File: src/rtl/calc_sequencer.sv
// calc_sequencer
// Entry and execution controller for the keypad calculator. Debounces raw key
// codes, builds two signed operands of up to three decimal digits plus an
// operator, launches the arithmetic datapath with a one-cycle start, waits for
// its done (with timeout) and holds the result view until the next entry.
//
// Ports
//   clk_i        system clock (1 kHz divided clock)
//   btnres_i     asynchronous active-low reset
//   tecla_i      key code: 0-9 digit, A add, B sub, C mul, D sign, E equals, F clear
//   key_valid_i  high while a key is pressed (asynchronous)
//   alu_done_i   datapath result valid, only looked at in EXEC
//   start_o      one-cycle launch pulse
//   oper_o       00 add, 01 sub, 10 mul
//   num1_o/num2_o     operand magnitudes, 0-999
//   sig1_o/sig2_o     operand signs, 1 = negative
//   bcd_a_o/bcd_b_o   operand BCD for the display
//   state_o      current state encoding
//   err_o        high in ERR
//
// state    | meaning
// ENTER_A  | collecting operand A digits and sign
// ENTER_OP | operator latched, waiting for B or equals
// ENTER_B  | collecting operand B digits and sign
// EXEC     | start issued, waiting for alu_done or timeout
// SHOW     | result on display, waiting for next entry
// ERR      | datapath timed out, only clear exits
module calc_sequencer #(
    parameter int DEBOUNCE = 20,
    parameter int TIMEOUT  = 255
) (
    input  logic        clk_i,
    input  logic        btnres_i,
    input  logic [3:0]  tecla_i,
    input  logic        key_valid_i,
    input  logic        alu_done_i,
    output logic        start_o,
    output logic [1:0]  oper_o,
    output logic [9:0]  num1_o,
    output logic [9:0]  num2_o,
    output logic        sig1_o,
    output logic        sig2_o,
    output logic [11:0] bcd_a_o,
    output logic [11:0] bcd_b_o,
    output logic [2:0]  state_o,
    output logic        err_o
);
    localparam logic [2:0] ENTER_A  = 3'd0;
    localparam logic [2:0] ENTER_OP = 3'd1;
    localparam logic [2:0] ENTER_B  = 3'd2;
    localparam logic [2:0] EXEC     = 3'd3;
    localparam logic [2:0] SHOW     = 3'd4;
    localparam logic [2:0] ERR      = 3'd5;

    localparam int DW = $clog2(DEBOUNCE + 1);
    localparam int TW = $clog2(TIMEOUT + 1);

    logic [3:0]    tecla_s1_q, tecla_s2_q;
    logic          kv_s1_q, kv_s2_q;
    logic [DW-1:0] deb_cnt_q, deb_cnt_d;
    logic          armed_q, armed_d;
    logic          acc;

    logic [2:0]    state_q, state_d;
    logic [9:0]    num1_q, num1_d, num2_q, num2_d;
    logic [11:0]   bcd_a_q, bcd_a_d, bcd_b_q, bcd_b_d;
    logic          sig1_q, sig1_d, sig2_q, sig2_d;
    logic [1:0]    oper_q, oper_d;
    logic [1:0]    cnt_a_q, cnt_a_d, cnt_b_q, cnt_b_d;
    logic          start_q, start_d;
    logic [TW-1:0] to_cnt_q, to_cnt_d;

    logic [3:0]    key;
    logic          is_digit, is_op, do_clear, seed_a;

    // Debounce: one accept when the synchronized level has been high for
    // DEBOUNCE cycles; re-armed only by a synchronized low cycle.
    always_comb begin
        acc       = armed_q && (deb_cnt_q == DW'(DEBOUNCE));
        deb_cnt_d = deb_cnt_q;
        armed_d   = armed_q;
        if (!kv_s2_q) begin
            deb_cnt_d = '0;
            armed_d   = 1'b1;
        end else if (acc) begin
            deb_cnt_d = '0;
            armed_d   = 1'b0;
        end else if (armed_q) begin
            deb_cnt_d = deb_cnt_q + DW'(1);
        end
    end

    assign key      = tecla_s2_q;
    assign is_digit = (key <= 4'd9);
    assign is_op    = (key == 4'hA) || (key == 4'hB) || (key == 4'hC);

    always_comb begin
        state_d  = state_q;
        num1_d   = num1_q;
        num2_d   = num2_q;
        bcd_a_d  = bcd_a_q;
        bcd_b_d  = bcd_b_q;
        sig1_d   = sig1_q;
        sig2_d   = sig2_q;
        oper_d   = oper_q;
        cnt_a_d  = cnt_a_q;
        cnt_b_d  = cnt_b_q;
        to_cnt_d = to_cnt_q;
        do_clear = 1'b0;
        seed_a   = 1'b0;

        case (state_q)
            ENTER_A: if (acc) begin
                if (is_digit) begin
                    if (cnt_a_q < 2'd3) begin
                        num1_d  = num1_q * 10'd10 + {6'd0, key};
                        bcd_a_d = {bcd_a_q[7:0], key};
                        cnt_a_d = cnt_a_q + 2'd1;
                    end
                end else if (is_op) begin
                    // A/B/C map to 00/01/10
                    oper_d  = key[1:0] - 2'd2;
                    state_d = ENTER_OP;
                end else if (key == 4'hD) begin
                    sig1_d = ~sig1_q;
                end else if (key == 4'hF) begin
                    do_clear = 1'b1;
                end
            end
            ENTER_OP: if (acc) begin
                if (is_digit) begin
                    num2_d  = {6'd0, key};
                    bcd_b_d = {8'd0, key};
                    cnt_b_d = 2'd1;
                    state_d = ENTER_B;
                end else if (is_op) begin
                    oper_d = key[1:0] - 2'd2;
                end else if (key == 4'hD) begin
                    sig2_d = ~sig2_q;
                end else if (key == 4'hE) begin
                    num2_d  = '0;
                    bcd_b_d = '0;
                    cnt_b_d = '0;
                    state_d = EXEC;
                end else begin
                    do_clear = 1'b1;
                end
            end
            ENTER_B: if (acc) begin
                if (is_digit) begin
                    if (cnt_b_q < 2'd3) begin
                        num2_d  = num2_q * 10'd10 + {6'd0, key};
                        bcd_b_d = {bcd_b_q[7:0], key};
                        cnt_b_d = cnt_b_q + 2'd1;
                    end
                end else if (key == 4'hD) begin
                    sig2_d = ~sig2_q;
                end else if (key == 4'hE) begin
                    state_d = EXEC;
                end else if (key == 4'hF) begin
                    do_clear = 1'b1;
                end
            end
            EXEC: begin
                // done takes priority over an expiring timeout
                if (alu_done_i) begin
                    state_d = SHOW;
                end else if (to_cnt_q <= TW'(1)) begin
                    state_d = ERR;
                end else begin
                    to_cnt_d = to_cnt_q - TW'(1);
                end
            end
            SHOW: if (acc) begin
                if (is_digit) begin
                    do_clear = 1'b1;
                    seed_a   = 1'b1;
                end else if (key == 4'hF) begin
                    do_clear = 1'b1;
                end
            end
            ERR: if (acc && key == 4'hF) begin
                do_clear = 1'b1;
            end
            default: state_d = ENTER_A;
        endcase

        if (do_clear) begin
            state_d = ENTER_A;
            num1_d  = '0;
            num2_d  = '0;
            bcd_a_d = '0;
            bcd_b_d = '0;
            sig1_d  = 1'b0;
            sig2_d  = 1'b0;
            oper_d  = 2'b00;
            cnt_a_d = '0;
            cnt_b_d = '0;
            if (seed_a) begin
                num1_d  = {6'd0, key};
                bcd_a_d = {8'd0, key};
                cnt_a_d = 2'd1;
            end
        end

        // Entering EXEC: pulse start for the first EXEC cycle and arm timeout.
        start_d = (state_d == EXEC) && (state_q != EXEC);
        if (start_d) begin
            to_cnt_d = TW'(TIMEOUT);
        end
    end

    always_ff @(posedge clk_i or negedge btnres_i) begin
        if (!btnres_i) begin
            tecla_s1_q <= '0;
            tecla_s2_q <= '0;
            kv_s1_q    <= 1'b0;
            kv_s2_q    <= 1'b0;
            deb_cnt_q  <= '0;
            armed_q    <= 1'b1;
            state_q    <= ENTER_A;
            num1_q     <= '0;
            num2_q     <= '0;
            bcd_a_q    <= '0;
            bcd_b_q    <= '0;
            sig1_q     <= 1'b0;
            sig2_q     <= 1'b0;
            oper_q     <= 2'b00;
            cnt_a_q    <= '0;
            cnt_b_q    <= '0;
            start_q    <= 1'b0;
            to_cnt_q   <= '0;
        end else begin
            tecla_s1_q <= tecla_i;
            tecla_s2_q <= tecla_s1_q;
            kv_s1_q    <= key_valid_i;
            kv_s2_q    <= kv_s1_q;
            deb_cnt_q  <= deb_cnt_d;
            armed_q    <= armed_d;
            state_q    <= state_d;
            num1_q     <= num1_d;
            num2_q     <= num2_d;
            bcd_a_q    <= bcd_a_d;
            bcd_b_q    <= bcd_b_d;
            sig1_q     <= sig1_d;
            sig2_q     <= sig2_d;
            oper_q     <= oper_d;
            cnt_a_q    <= cnt_a_d;
            cnt_b_q    <= cnt_b_d;
            start_q    <= start_d;
            to_cnt_q   <= to_cnt_d;
        end
    end

    assign start_o = start_q;
    assign oper_o  = oper_q;
    assign num1_o  = num1_q;
    assign num2_o  = num2_q;
    assign sig1_o  = sig1_q;
    assign sig2_o  = sig2_q;
    assign bcd_a_o = bcd_a_q;
    assign bcd_b_o = bcd_b_q;
    assign state_o = state_q;
    assign err_o   = (state_q == ERR);

endmodule
File: config.mk
export PLATFORM = sky130hd
export DESIGN_NAME = calc_sequencer
export DESIGN_NICKNAME = d
export VERILOG_FILES = /design/src/rtl/calc_sequencer.sv
export SDC_FILE = /design/constraint.sdc
export NUM_CORES = 1
export LEC_CHECK = 0
export CORE_UTILIZATION = 59
export CTS_CLUSTER_DIAMETER = 100
export CTS_CLUSTER_SIZE = 25
export DETAILED_ROUTE_END_ITERATION = 12
export GPL_TIMING_DRIVEN = 0
export PLACE_DENSITY = 0.85
export SETUP_SLACK_MARGIN = 0.4
export SKIP_LAST_GASP = 1
export SYNTH_ARGS = -nofsm -noshare
export SYNTH_HDL_FRONTEND = slang
export SYNTH_SLANG_ARGS = --single-unit
File: constraint.sdc
create_clock -name clk_i -period 5.7 [get_ports clk_i]
set_input_delay 1.14 -clock clk_i [delete_from_list [all_inputs] [get_ports clk_i]]
set_output_delay 1.14 -clock clk_i [all_outputs]
set_load 0.01 [all_outputs]
==> flow_summary.ini, run 1 <==
[clocking]
cts_tree = done
clk_latency_ns = 0.36
clk_pin_slew_ns = 0.07
numCtsBuffers = 9
cts_root_buf = clkbuf_8
htree_levels = 3
cts_buffer_depth = 2
postCtsSetupBuffers = 0
hold_buffers = 0
cts_num_sinks = 78
cts_resized = 0

[setup_path]
slowest_stage = clkdlybuf4s50_1
crit_chain = clkbuf_1 -> nor2b_1 -> nand2_1 -> inv_1 -> clkdlybuf4s50_1
critPathLaunchType = flop
crit_fanout = 10
rr_worst_depth = 9
crit_buf_inv = 3
reg2reg_slack_ns = 3.04
crit_required_ns = 4.56
arrival_ns = 2.02
end_kind = output port
critPathKind = flop to output port
crit_family = buffers and inverters
cp_slowest_stage_delay_ns = 0.54
r2r_end = num1_o[9]$_DFFE_PN0P_
r2r-start = key[2]$_DFF_PN0_

[route]
drt_iter0_markers = 117
drc_errors = 0
vias = 3516
avgRoutedWirePerCell_um = 15.8
postRouteWirelength_um = 9590
via_per_inst = 5.80
ant_nets = 0
first_pass_iters = 4

[grt]
grt_pass1_vias = 3392
antenna_found_initial = 0
grt_use_total = 0.267
grt_first_pass_wirelength_um = 15800
grt_overflow = 0
grt_max_degree = 43

[yosys]
synth_top_family_by_area = simple AND/OR/NAND/NOR gates
netlist_area_um2 = 4390
synthMuxAreaShare = 0.0114
yosysTopAreaCell = dfrtp_1
seq_area_frac_synth = 0.445
synth_compound_area_frac = 0.148
synthTopCellsByArea = dfrtp_1 (44%), ha_1 (9.7%), a22o_1 (4.4%)
synth_common_cells = dfrtp_1 (77), nand2_1 (43), ha_1 (34)
synth-xor-area-share = 0.0678
synth_simple_gate_area_frac = 0.169
synth_nets = 476
synth_seq_cells = 78
synth_warnings = 0
async_flop_share = 1.00
synth_most_common_cell = dfrtp_1
ys.flop_type = dfrtp_1
syn_inst = 430
synth_edf_count = 0
yosysUniqueCellTypes = 53
synth.avg_cell_area_um2 = 10.2
yosysTopAreaCellShare = 0.439
synth_fa_ha_area_frac = 0.115

[final_layout]
area_growth_pct = 21.2
fillCellCount = 551
post-route-cell-area_um2 = 5320
antenna_cells = 0
final_net_count = 548
final_cells = 606
final_layout_size_suffix_gt1_frac = 0.0651

[die]
die_y_um = 88.3
rows = 31
die_area_um2 = 7790
die_w_um = 88.3
io_pins = 61
initial_core_util = 0.609
core-area_um2 = 7210

[outcome]
status = completed

[timing]
slew_headroom = 0.510
worstMarginPinSlew_ns = 0.728
skew_ns = 0.00654
finalHoldViolCount = 0
fin_crit_ns = 3.16
fmax_mhz = 316
finalCritPeriodShare = 0.555
slew_viol_final = 0
rsz0062_at_grt = false
fin_tns_setup_ns = 0
finalSetupViolCount = 0

[job]
drv_cap = 0

[placed_design]
hpwl_um = 7190
post_dp_cell_area_um2 = 5130
place_inst = 590
gp_congestion = 0.888
port_buffers = 60

[worst_hold_path]
holdPathEnd = key[3]$_DFF_PN0_
hold_path.class = flop to flop
min_path_cells = 0
min_from = tecla_s1_q[3]$_DFF_PN0_

[pwr]
static-leakage-power_nw = 2.53
p_per_area_nw_per_um2 = 189
ir_drop_v = 0.000142
totalPowerFinal_mw = 1.00
-- registers in the layout, indices dropped and copies added (netlist names), 2 cells and up --
signal      flops
bcd_a_o        11
to_cnt_q        8
cnt_a_q         2
num2_o         10
deb_cnt_q       5
oper_o          2
state_o         3
tecla_s1_q      4
cnt_b_q         2
key             4
bcd_b_o        11
num1_o         10
-- logic make-up (layout without fill, tap and decap cells) --
family / count (synthesis) / count (layout)
simple gates: 147 / 147
flops: 78 / 78
xor+xnor: 34 / 34
buf+inv: 39 / 116
fa+ha+maj: 38 / 38
compound gates: 89 / 89
mux: 5 / 5
-- through the flow --
| step | hold WS (ns) | utilization | setup slack (ns) |
|---|---|---|---|
| 5_1_grt | 0.354 | 0.738 | 2.36 |
| 2_1_floorplan | 0.331 | - | 3.28 |
| 6_report | 0.351 | 0.738 | 2.54 |
| 3_5_place_dp | 0.335 | 0.712 | 2.87 |
| 3_3_place_gp | 0.332 | 0.709 | 0.945 |
| 4_1_cts | 0.352 | 0.738 | 2.56 |
-- worst max-delay path by stage --
stage,startpoint,endpoint,cells after the start
after floorplan,num2_o[1]$_DFFE_PN0P_,num2_o[9]$_DFFE_PN0P_,9
after global placement,btnres_i,to_cnt_q[1]$_DFFE_PN0P_,1
after detailed placement,alu_done_i,to_cnt_q[6]$_DFFE_PN0P_,7
after CTS,state_o[2]$_DFF_PN0_,err_o,5
after global routing,state_o[2]$_DFF_PN0_,err_o,5
final,state_o[2]$_DFF_PN0_,err_o,5
-- per-layer routing --
metal	track usage	share of wire	up-vias	wire length, um
li1	-	-	1679	-
met1	0.336	0.43	1708	4150
met2	0.441	0.49	100	4700
met3	0.0448	0.046	29	441
met4	0.144	0.031	0	297
met5	0	0	-	0
-- cells in the final DEF, fill, tap and decap left out, drive strengths merged, types with 6 or more instances in the layout --
cell            n
a21oi          16
a22o           22
buf            13
clkbuf         21
clkdlybuf4s50  59
dfrtp          77
ha             34
inv            17
nand2          43
nand3          24
nor2           26
nor2b          10
nor3            7
nor4            9
o21ai          18
o31ai           6
xnor2          20
xor2           14
-- layout make-up --
type                            instances  area [um^2]  area share
Timing Repair Buffer                   61          618       0.116
Clock inverter                          6         62.6      0.0118
Inverter                               17         63.8      0.0120
Clock buffer                           10          128      0.0240
Sequential cell                        78         1950       0.367
Tap cell                               99          124      0.0233
Multi-Input combinational cell        313         2240       0.422
Buffer                                 22          130      0.0244
-- power by group --
| group | internal (mW) | switching [mW] |
|---|---|---|
| Clock | 0.201 | 0.201 |
| Combinational | 0.0138 | 0.0243 |
| Sequential | 0.558 | 0.00654 |
Power figures use the tool's default switching activity.
==> run 2, diff against run 1 <==
Settings changed: CORE_UTILIZATION 59 to 50, PLACE_DENSITY 0.85 to 0.77.
Clock period 5.7 ns to 2.85 ns, I/O delays scaled along.
==> flow_summary.ini, run 2 (synthesis gave the netlist of run 1 again) <==
[placed_design]
port_buffers = 60
hpwl_um = 7320
post_dp_cell_area_um2 = 5150
gp_congestion = 0.910
place_inst = 596

[grt]
grt_max_degree = 73
grt_overflow = 0
grt_first_pass_wirelength_um = 16800
antenna_found_initial = 0
grt_use_total = 0.240
grt_pass1_vias = 3569

[final_layout]
ff_latch_area_um2 = 1960
final_net_count = 562
area_growth_pct = 27.3
final_core_util = 0.670
final_common_cell = dfrtp_1
final_layout_size_suffix_gt1_frac = 0.152
final_cells = 626
post-route-cell-area_um2 = 5590
layout_common_cells = dfrtp_1 (72), clkdlybuf4s50_1 (58), nand2_1 (43)
multi_input_area_um2 = 2370
antenna_cells = 0
fillCellCount = 653

[timing]
rsz0062_at_grt = true
finalSetupViolCount = 0
finalCritPeriodShare = 0.831
finalHoldViolCount = 0
fmax_mhz = 422
skew_ns = 0.0127
worstMarginPinSlew_ns = 0.563
timing.hold.ws_ns = 0.360
slew_viol_final = 0
fin_crit_ns = 2.37
slew_headroom = 0.624

[setup_path]
crit_fanout = 2
r2r-start = num2_o[3]$_DFFE_PN0P_
rr_worst_depth = 10
reg2reg_slack_ns = 0.48
r2r_end = num2_o[9]$_DFFE_PN0P_
crit_required_ns = 3.11
critPathKind = flop to flop
critPathLaunchType = flop
arrival_ns = 2.63
end_kind = flop

[pwr]
p_seq_frac = 0.566
static-leakage-power_nw = 2.66
ir_drop_v = 0.000303
totalPowerFinal_mw = 1.99
intPower_mw = 1.48
swShare = 0.258
p_per_area_nw_per_um2 = 357
combPwrFrac = 0.045
pwr-share-clk = 0.389
power.switching_mw = 0.514

[route]
ant_nets = 0
vias = 3590
via_per_inst = 5.73
first_pass_iters = 4
postRouteWirelength_um = 10200
drt_iter0_markers = 231
drc_errors = 0
avgRoutedWirePerCell_um = 16.2

[die]
die_w_um = 95.7
die_y_um = 95.7
io_pins = 61
core-area_um2 = 8340
die_area_um2 = 9160
initial_core_util = 0.527
rows = 33

[outcome]
status = completed

[job]
drv_cap = 0

[worst_hold_path]
min_from = kv_s1_q$_DFF_PN0_
min_path_cells = 0
hold_path.class = flop to flop
holdPathEnd = kv_s2_q$_DFF_PN0_

[clocking]
clk_latency_ns = 0.36
cts_buffer_depth = 2
numCtsBuffers = 9
cts_num_sinks = 78
cts_tree = done
cts_root_buf = clkbuf_8
htree_levels = 3
clk_pin_slew_ns = 0.09
[run 2: area by class of cell]
| class | instances | share of cell area |
|---|---|---|
| repair buffers | 75 | 0.132 |
| well taps | 105 | 0.0235 |
| clock inverters | 7 | 0.0103 |
| plain buffers | 22 | 0.0255 |
| flip-flops and latches | 78 | 0.351 |
| clock buffers | 9 | 0.0222 |
| inverters | 17 | 0.0114 |
| multi-input cells | 313 | 0.425 |
[run 2: worst max path at each step]
stage / startpoint / end / slack [ns] / depth (start not counted)
after global placement: btnres_i / to_cnt_q[2]$_DFFE_PN0P_ / -1.40 / 1
final: num2_o[3]$_DFFE_PN0P_ / num2_o[9]$_DFFE_PN0P_ / 0.48 / 10
after detailed placement: num2_o[1]$_DFFE_PN0P_ / num2_o[9]$_DFFE_PN0P_ / 0.21 / 9
after CTS: num2_o[1]$_DFFE_PN0P_ / num2_o[9]$_DFFE_PN0P_ / 0.39 / 10
after global routing: num2_o[3]$_DFFE_PN0P_ / num2_o[9]$_DFFE_PN0P_ / 0.35 / 10
after floorplan: num2_o[1]$_DFFE_PN0P_ / num2_o[9]$_DFFE_PN0P_ / 0.43 / 9
[run 2: power by group through the flow]
stage / combinational, mW / clock [mW] / sequential (mW)
floorplan: 0.0339 / 0 / 1.15
global placement: 0.0713 / 0 / 1.15
detailed placement: 0.0798 / 0 / 1.15
CTS: 0.0826 / 0.790 / 1.13
global route: 0.102 / 0.837 / 1.13
finish: 0.0895 / 0.775 / 1.13
[run 2: per-layer routing]
metal	part of all wire	wire length (um)	vias to the layer above	GRT usage
met5	0	0	-	0
met4	0.028	284	0	0.108
met3	0.045	458	27	0.0506
met2	0.49	4940	105	0.401
met1	0.44	4480	1750	0.299
li1	-	-	1708	-
[run 2: timing repair]
action / in CTS / in global routing
hold endpoints to repair: 0 / 4
pin swaps: 1 / 14
setup endpoints to repair: 13 / 46
hold buffers: 0 / 1
gates resized for setup: 8 / 40
cloned: 0 / 0
buffers inserted: 5 / 8
[run 2: worst max-delay path, cell delays in order, from the launching register on]
cell and delay, ns:
dfrtp_1 0.43, ha_4 0.29, ha_4 0.14, inv_2 0.04, fa_2 0.42, nand2b_4 0.16, a21oi_2 0.15, xor2_1 0.21
nand3_1 0.12, xnor2_1 0.15, a22o_1 0.18
[run 2: through the flow]
stage / setup slack [ns] / TNS, ns
after floorplan: 0.426 / 0
after global placement: -1.40 / -107.72
after detailed placement: 0.213 / 0
after CTS: 0.394 / 0
after global routing: 0.355 / 0
final: 0.482 / 0
==> run 3, diff against run 2 <==
Settings changed: CORE_UTILIZATION 50 to 55, PLACE_DENSITY 0.77 to 0.8.
Clock period 2.85 ns to 2.5 ns, I/O delays scaled along.
==> flow_summary.ini, run 3 (synthesis gave the netlist of run 1 again) <==
[outcome]
status = completed

[timing]
finalSetupViolCount = 0
setup_ws_ns = 0.122
slew_viol_final = 0
finalHoldViolCount = 0
fin_crit_ns = 2.38
finalCritPeriodShare = 0.951
slew_headroom = 0.585
rsz0062_at_grt = true
skew_ns = 0.0136
fin_tns_setup_ns = 0
fmax_mhz = 421
timing.hold.ws_ns = 0.0827
worstMarginPinSlew_ns = 0.616

[die]
core-area_um2 = 7730
initial_core_util = 0.568
rows = 32
die_w_um = 91.4
die_area_um2 = 8350
io_pins = 61
die_y_um = 91.4

[clocking]
clk_pin_slew_ns = 0.08
numCtsBuffers = 9
cts_num_sinks = 78
clk_latency_ns = 0.36
cts_root_buf = clkbuf_8
hold_buffers = 0
cts_buffer_depth = 2
cts_tree = done
htree_levels = 3

[placed_design]
post_dp_cell_area_um2 = 5230
place_ws_ns = -0.0838
gp_congestion = 0.901
port_buffers = 60
place_inst = 593
hpwl_um = 7080

[job]
drv_cap = 0

[setup_path]
critPathKind = flop to flop
crit_fanout = 2
reg2reg_slack_ns = 0.12
r2r_end = num1_o[9]$_DFFE_PN0P_
rr_worst_depth = 10
crit_required_ns = 2.74
end_kind = flop
cp-startpoint = num1_o[1]$_DFFE_PN0P_
critPathLaunchType = flop
r2r-start = num1_o[1]$_DFFE_PN0P_
arrival_ns = 2.62

[final_layout]
layout_common_cells = dfrtp_1 (68), clkdlybuf4s50_1 (58), buf_4 (44)
final_common_cell = dfrtp_1
ff_latch_area_um2 = 1960
final_layout_size_suffix_gt1_frac = 0.291
final_net_count = 596
final_cells = 656
multi_input_area_um2 = 2690
post-route-cell-area_um2 = 6270
antenna_cells = 0
final_core_util = 0.812
fillCellCount = 433
area_growth_pct = 42.8

[pwr]
p_per_area_nw_per_um2 = 392
static-leakage-power_nw = 2.91
totalPowerFinal_mw = 2.46
ir_drop_v = 0.000420

[grt]
antenna_found_initial = 0
grt_max_degree = 46
grt_use_total = 0.266
grt_pass1_vias = 3757
grt_first_pass_wirelength_um = 17600
grt_overflow = 0

[route]
avgRoutedWirePerCell_um = 18.3
ant_nets = 0
first_pass_iters = 7
via_per_inst = 5.98
postRouteWirelength_um = 12000
drc_errors = 0
drt_iter0_markers = 287
vias = 3921

[worst_hold_path]
hold_path.class = primary input to asynchronous set/reset pin
-- run 3: cell types whose count changed in the layout (fill, tap and decap cells not counted), moves of 5 or more --
| cell | before | now |
|---|---|---|
| xor2_1 | 14 | 9 |
| xor2_2 | 0 | 5 |
| nand2_1 | 43 | 35 |
| buf_4 | 17 | 44 |
| nand2_2 | 0 | 5 |
| buf_6 | 5 | 12 |
| o21ai_0 | 18 | 11 |
-- run 3: what timing repair did --
item | CTS | global route
resized for setup | 52 | 74
setup endpoints to repair | 63 | 60
gates cloned | 3 | 1
setup buffers | 22 | 22
pin swaps | 17 | 31
-- run 3: cell type report --
type,instances,area share
multi-input combinational,314,0.429
sequential,78,0.313
timing repair buffer,108,0.163
clock inverter,5,0.0130
inverter,17,0.0102
clock buffer,10,0.0219
buffer,22,0.0293
tap,102,0.0203
-- run 3: where the power goes --
group          switching, mW  leakage, nW  internal (mW)  total [mW]
Clock                  0.466        0.109          0.586        1.05
Sequential            0.0131         1.04           1.27        1.29
Combinational         0.0728         1.76         0.0487       0.122
Total                  0.552         2.91           1.91        2.46
-- run 3: worst max path at each step --
stage                                        end  slack, ns  cells after the start
after floorplan            num2_o[9]$_DFFE_PN0P_       0.25                     10
after global placement     num2_o[3]$_DFFE_PN0P_      -1.96                      1
after detailed placement   num1_o[9]$_DFFE_PN0P_      -0.08                      9
after CTS                  num2_o[9]$_DFFE_PN0P_       0.19                      9
after global routing      bcd_b_o[6]$_DFFE_PN0P_       0.06                      7
final                      num1_o[9]$_DFFE_PN0P_       0.12                     10
-- run 3: critical path, cell delays in order, from the launching register on --
cell      delay, ns
dfrtp_1        0.44
ha_1           0.33
ha_2           0.20
inv_2          0.04
fa_2           0.36
nand2b_4       0.16
a21oi_4        0.14
xor2_2         0.20
nand3_1        0.13
xnor2_1        0.18
o21ai_0        0.09
-- run 3: layer usage --
metal | vias up | GRT usage | wire, um
met1 | 1955 | 0.330 | 4710
met3 | 44 | 0.0528 | 593
li1 | 1760 | - | -
met2 | 162 | 0.467 | 6270
met4 | 0 | 0.0820 | 408
met5 | - | 0 | 0
